<file path="config.mk">
export PLATFORM = sky130hd
export DESIGN_NAME = sequence_checker_lock
export DESIGN_NICKNAME = d
export VERILOG_FILES = /design/src/rtl/sequence_checker_lock.sv
export SDC_FILE = /design/constraint.sdc
export NUM_CORES = 1
export LEC_CHECK = 0
export BUFFER_PORTS_ARGS = -buffer_cell sky130_fd_sc_hd__buf_2
export CAP_MARGIN = 20
export CORE_MARGIN = 2
export CORE_UTILIZATION = 56
export CTS_BUF_LIST = sky130_fd_sc_hd__clkbuf_4
export CTS_CLUSTER_DIAMETER = 120
export DETAILED_ROUTE_END_ITERATION = 10
export PLACE_DENSITY = 0.84
export SYNTH_ARGS = -nofsm -noshare
export SYNTH_HDL_FRONTEND = slang
export SYNTH_SLANG_ARGS = --single-unit
</file>
<file path="constraint.sdc">
create_clock -name clk -period 4.6 [get_ports clk]
set_input_delay 0 -clock clk [delete_from_list [all_inputs] [get_ports clk]]
set_output_delay 0 -clock clk [all_outputs]
set_load 0.02 [all_outputs]
</file>
<file path="src/rtl/sequence_checker_lock.sv">
// Purpose : receive-side checker for a periodic serial test pattern (hunt, verify, lock, loss).
// Latency : match/locked/err_cnt are registered, updated the cycle after the sampled bit.
// Backpr. : none; valid_in=0 cycles are skipped without disturbing alignment.
//
// Ports:
//   clk      - clock, rising edge
//   rst_n    - asynchronous reset, active low
//   valid_in - data_in carries a bit this cycle
//   data_in  - serial bit, MSB of PATTERN first
//   clr_err  - synchronous clear of err_cnt (wins over a same-cycle increment)
//   match    - 1-cycle pulse after a complete correct period
//   locked   - high while in LOCK
//   err_cnt  - bad periods seen while locked, saturating
module sequence_checker_lock #(
  parameter int             N        = 6,
  parameter logic [N-1:0]   PATTERN  = 6'b001011,
  parameter int             LOCK_CNT = 2,
  parameter int             LOSS_CNT = 2,
  parameter int             ERR_W    = 8
) (
  input  logic             clk,
  input  logic             rst_n,
  input  logic             valid_in,
  input  logic             data_in,
  input  logic             clr_err,
  output logic             match,
  output logic             locked,
  output logic [ERR_W-1:0] err_cnt
);

  localparam int PH_W   = (N > 1) ? $clog2(N) : 1;
  localparam int GOOD_W = $clog2(LOCK_CNT + 1);
  localparam int BAD_W  = $clog2(LOSS_CNT + 1);

  typedef enum logic [1:0] {
    HUNT   = 2'd0,
    VERIFY = 2'd1,
    LOCK   = 2'd2
  } state_t;

  state_t              r_state, w_state_nx;
  // Only the N-1 most recent bits need storing; the incoming bit completes the window.
  logic [N-2:0]        r_sr;
  logic [PH_W-1:0]     r_ph, w_ph_nx;
  logic [GOOD_W-1:0]   r_good, w_good_nx, w_good_inc;
  logic [BAD_W-1:0]    r_bad, w_bad_nx, w_bad_inc;
  logic                r_match, w_match_nx;
  logic                r_locked;
  logic [ERR_W-1:0]    r_err;
  logic                w_err_inc;

  logic [N-1:0]        w_win;
  logic                w_pat_ok;
  logic                w_boundary;

  assign w_win      = {r_sr, data_in};
  assign w_pat_ok   = (w_win == PATTERN);
  assign w_boundary = (r_ph == PH_W'(N - 1));
  assign w_good_inc = r_good + GOOD_W'(1);
  assign w_bad_inc  = r_bad + BAD_W'(1);

  always_comb begin
    w_state_nx = r_state;
    w_ph_nx    = r_ph;
    w_good_nx  = r_good;
    w_bad_nx   = r_bad;
    w_match_nx = 1'b0;
    w_err_inc  = 1'b0;

    if (valid_in) begin
      w_ph_nx = w_boundary ? '0 : r_ph + PH_W'(1);
      case (r_state)
        HUNT: begin
          // Every bit is a candidate alignment; a hit defines phase 0 at this bit.
          if (w_pat_ok) begin
            w_match_nx = 1'b1;
            w_ph_nx    = '0;
            w_good_nx  = GOOD_W'(1);
            w_bad_nx   = '0;
            w_state_nx = (LOCK_CNT == 1) ? LOCK : VERIFY;
          end
        end
        VERIFY: begin
          if (w_boundary) begin
            if (w_pat_ok) begin
              w_match_nx = 1'b1;
              w_good_nx  = w_good_inc;
              if (w_good_inc == GOOD_W'(LOCK_CNT)) begin
                w_state_nx = LOCK;
                w_bad_nx   = '0;
              end
            end else begin
              w_state_nx = HUNT;
              w_good_nx  = '0;
            end
          end
        end
        LOCK: begin
          if (w_boundary) begin
            if (w_pat_ok) begin
              w_match_nx = 1'b1;
              w_bad_nx   = '0;
            end else begin
              w_err_inc = 1'b1;
              w_bad_nx  = w_bad_inc;
              if (w_bad_inc == BAD_W'(LOSS_CNT)) begin
                w_state_nx = HUNT;
                w_good_nx  = '0;
              end
            end
          end
        end
        default: begin
          w_state_nx = HUNT;
          w_good_nx  = '0;
          w_bad_nx   = '0;
        end
      endcase
    end
  end

  always_ff @(posedge clk or negedge rst_n) begin
    if (!rst_n) begin
      r_state  <= HUNT;
      r_sr     <= '0;
      r_ph     <= '0;
      r_good   <= '0;
      r_bad    <= '0;
      r_match  <= 1'b0;
      r_locked <= 1'b0;
    end else begin
      r_state  <= w_state_nx;
      r_ph     <= w_ph_nx;
      r_good   <= w_good_nx;
      r_bad    <= w_bad_nx;
      r_match  <= w_match_nx;
      // Registered copy of the next state so locked tracks state==LOCK exactly.
      r_locked <= (w_state_nx == LOCK);
      if (valid_in) begin
        r_sr <= w_win[N-2:0];
      end
    end
  end

  // Error counter: clear has priority; at all-ones it holds while bad/LOSS still advance.
  always_ff @(posedge clk or negedge rst_n) begin
    if (!rst_n) begin
      r_err <= '0;
    end else if (clr_err) begin
      r_err <= '0;
    end else if (w_err_inc && (r_err != {ERR_W{1'b1}})) begin
      r_err <= r_err + ERR_W'(1);
    end
  end

  assign match   = r_match;
  assign locked  = r_locked;
  assign err_cnt = r_err;

endmodule

</file>
# Word level (Yosys, flattened, before mapping)
# Index checks and enable logic that the tools add are counted.
# totals
elab_cells	69
out_inout_bits	10
reg_bits	24
input_bits	5
mem_count	0
mem_bits_ro	0
mem_bits_rw	0
latchBits	0
# op_classes
mul	0
shifts	0
magnitude_cmp	0
add_sub_neg	4
n_div	0
bitwise	0
mux	36
reduce_logical	6
eq_ne	15
# op_table
op	n
two-way mux 2 bit	20
case mux 2 bit (3 select lines)	3
two-way mux 8 bit	2
inequality test 2 bit (second input constant)	7
AND reduction 6 bit	2
two-way mux 3 bit	3
adder 8 x 1 -> 8 bit (second input constant)	1
equality test 2 bit (second input constant)	4
inequality test 8 bit (second input constant)	1
two-way mux 1 bit	7
equality test 6 x 4 -> 1 bit (second input constant)	1
adder 2 x 1 -> 2 bit (second input constant)	2
adder 3 x 1 -> 3 bit (second input constant)	1
equality test 3 bit (second input constant)	1
equality test 2 x 1 -> 1 bit (second input constant)	1
zero test 2 bit	1
case mux 1 bit (2 select lines)	1
nonzero test 2 bit	1
OR reduction 2 bit	1
logical AND 1 bit	1

# Longest topological paths before layout
# logic_depth
ltp_word	8
depth_mapped	7

# Worst setup path before layout
# Ideal clock, no wire load.
# synth_timing
kind	register -> register
start	reg r_state[0]
end	reg r_err[5], in the netlist err_cnt[5]
t_arrival_ns	1.797
required_ns	4.472
setup_slack_ns	2.675
setup_ns	0.128
stages_incl_launch_ff	8
cell_sequence	dfrtp_1 > inv_1 > ha_1 > nand2_1 > a211o_1 > buf_6 > nor4_4 > mux2_1
# synth_between
elab_chain_cells	5
# synth_lines
item	line	source
start: declaration	41	state_t r_state, w_state_nx;
start signal: assignment	132	r_state <= w_state_nx;
equality test 2 bit	72	case (r_state)
two-way mux 1 bit	72	
two-way mux 1 bit	70	if (valid_in) begin
logical AND 1 bit	151	end else if (w_err_inc && (r_err != {ERR_W{1'b1}})) begin
nonzero test 2 bit (no line)	n/a	
end signal: assignment	152	r_err <= r_err + ERR_W'(1);
end: declaration	49	logic [ERR_W-1:0] r_err;
# No other way between the ends.
# A chain may end at the register's enable or synchronous reset.

# Worst setup path in the final report
# Ends and elaborated chain as after synthesis.

==> impl_metrics.toml <==
[outcome]
run_status = "completed"

[clock_network]
cts_root_buffer = "clkbuf_4"
cts_sinks = 24
cts_tree = "yes"
post_cts_buffers = 0
ctsResizeCount = 0
clkTransAtPathRegs_ns = 0.14
hold_buffers = 3
clock_latency_ns = 0.33
h-tree-depth = 1
cts_buffers = 3
clockBufferDepth = 2

[timing]
min_period_over_period = 0.459
finalSetupTns_ns = 0
hold_violations = 0
rsz0062_at_grt = "no"
layout_setup_ws_ns = 2.49
fin_crit_ns = 2.11
slew_violations = 0
tightest_slew_ns = 0.673
slew_headroom = 0.550
fin_skew_ns = 0.00922
finalSetupViolations = 0
fmax_mhz = 474

[setup_path]
crit_buf_inv = 1
worstPathArrival_ns = 2.34
worstPathRequired_ns = 4.83
r2r_cells = 6
crit_chain = "inv_1 -> ha_1 -> nand2_1 -> a211o_1 -> nor4_4 -> mux2_1"
cpMaxStageDelayCell = "a211o_1"
cp-end-kind = "register"
reg2reg_from = "r_state[0]$_DFF_PN0_"
slowest_delay_ns = 0.45
crit_type = "register to register"
start_kind = "register"
worst-r2r-setup-slack_ns = 2.49
cpLargestDelayFamily = "compound AO/OA/AOI/OAI gates"
crit_path_max_fanout = 13
r2r_end = "err_cnt[5]$_DFFE_PN0P_"

[routing]
antenna_left = 0
first_pass_iters = 4
routedWlPerCell_um = 16.2
drt_first_iter_violations = 32
via_per_inst = 6.56
drc_errors = 0
dr_total_vias = 1221
drt_wl_total_um = 3020

[yosys]
yosysUniqueCellTypes = 45
synth_flop_cell = "dfrtp_1"
ys_ff_latch = 24
netlist_area_um2 = 1400
synthesis.instances = 141
synth_edf_count = 0
yosysSeqAreaShare = 0.429
synth_nets = 153
avgSynthCellArea_um2 = 9.94
yosysWarningCount = 0
async_flop_share = 1.00

[placed_design]
numPortBuffers = 14
gp_congestion = 0.928
pre_cts_slack_ns = 2.52
place_hpwl_um = 2120

[worst_hold_path]
hold_path_class = "input port to register"
whs_path_depth = 2
whs_endpoint = "r_ph[0]$_DFFE_PN0P_"
hold_start = "valid_in"

[power_and_ir_drop]
p_sw_uw = 234
clockPowerShare = 0.235
internal-power_uw = 430
ir_worst_vdd_mv = 0.316
p_comb_frac = 0.331
seqPwrFrac = 0.434
cellPowerDensity_nw_per_um2 = 427
leakage_uw = 0.000645
p_sw_frac = 0.352

[floorplanning]
initial_core_util = 0.576
die_width_um = 54.0
die_h_um = 54.0
die_area_um2 = 2920
rows = 18
core_um2 = 2430
ios = 15

[global_route]
grt_antenna_before_repair = 0
grt_pass1_vias = 1073
grt_max_degree = 25
grt_usage = 0.223
grt_overflow_total = 0
grt_pass1_wl_um = 4690

[finish]
layout_commonest_cell = "dfrtp_1"
fillCellCount = 201
nets = 169
syn_to_final_growth_pct = 10.9
antenna_cells = 0
layout_common_cells = "dfrtp_1, buf_2, a21oi_1"
drive_above_1_share = 0.154

[job]
cap_violations = 0
## cell usage after synthesis, types with 2 or more instances
| library cell | count | area (µm²) |
|---|---|---|
| dfrtp_1 | 24 | 601 |
| a21oi_1 | 12 | 60.1 |
| nor2_1 | 9 | 33.8 |
| inv_1 | 8 | 30.0 |
| ha_1 | 7 | 87.6 |
| nand2_1 | 7 | 26.3 |
| o21ai_0 | 6 | 30.0 |
| a211oi_1 | 5 | 37.5 |
| mux2_2 | 5 | 56.3 |
| nand3_1 | 5 | 25.0 |
| nor2b_1 | 4 | 25.0 |
| nor4_1 | 4 | 25.0 |
| clkbuf_1 | 3 | 11.3 |
| nand3b_1 | 3 | 22.5 |
| o31ai_1 | 3 | 22.5 |
| or4_1 | 3 | 22.5 |
| buf_6 | 2 | 22.5 |
| nor3_1 | 2 | 10.0 |
| o22ai_1 | 2 | 12.5 |
| or3_1 | 2 | 12.5 |
## power groups by stage
stage / sequential [µW] / clock (µW) / combinational [µW]
2_1_floorplan: 289 / 0 / 161
3_3_place_gp: 287 / 0 / 206
3_5_place_dp: 292 / 0 / 213
4_1_cts: 287 / 157 / 218
5_1_grt: 295 / 164 / 240
6_report: 288 / 156 / 220
## flip-flops by register name (all words and copies together), names as in the netlist
signal / flops
match: 1
locked: 1
err_cnt: 8
r_good: 2
r_ph: 3
r_state: 2
r_bad: 2
r_sr: 5
## worst max-delay path by stage
stage / from / to / slack (ns) / depth (start not counted)
after detailed placement: r_state[0]$_DFF_PN0_ / err_cnt[5]$_DFFE_PN0P_ / 2.52 / 6
after floorplan: r_state[0]$_DFF_PN0_ / err_cnt[5]$_DFFE_PN0P_ / 2.68 / 7
final: r_state[0]$_DFF_PN0_ / err_cnt[5]$_DFFE_PN0P_ / 2.49 / 6
after global routing: r_state[0]$_DFF_PN0_ / err_cnt[7]$_DFFE_PN0P_ / 2.37 / 6
after global placement: r_state[0]$_DFF_PN0_ / err_cnt[5]$_DFFE_PN0P_ / 2.59 / 6
after CTS: r_state[0]$_DFF_PN0_ / err_cnt[5]$_DFFE_PN0P_ / 2.48 / 6
## area by class of cell
class / count / area (µm²) / area share
sequential: 24 / 601 / 0.386
inverter: 8 / 30.0 / 0.0193
clock buffer: 3 / 22.5 / 0.0145
tap: 30 / 37.5 / 0.0242
timing repair buffer: 17 / 100 / 0.0644
multi-input combinational: 103 / 733 / 0.472
clock inverter: 1 / 30.0 / 0.0193
## cells by family (layout without fill, tap and decap cells)
family	count (synthesis)	after routing	share of synthesized area
multiplexers	7	7	0.0554
AND/OR/NAND/NOR	47	47	0.203
buffers and inverters	14	29	0.0482
adder cells (fa/ha/maj)	7	7	0.0625
AO/OA/AOI/OAI	42	42	0.203
flip-flops	24	24	0.429
## per-stage QoR
step	total power, µW	cells	area (µm²)	utilization	hold WS, ns
CTS	662	186	1550	0.639	0.0714
finish	664	186	1550	0.639	0.0739
detailed placement	504	179	1470	0.605	0.0176
global route	698	186	1550	0.639	0.101
global placement	493	179	1470	0.605	0.00654
floorplan	451	141	1400	-	-0.296
## routing by layer
metal,part of all wire,wire length (µm),up-vias,global-route usage
li1,-,-,567,-
met1,0.45,1360,607,0.293
met2,0.48,1460,42,0.376
met3,0.057,171,5,0.0278
met4,0.0099,30,0,0.0792
met5,0,0,-,0
(Power assumes the default switching activity.)
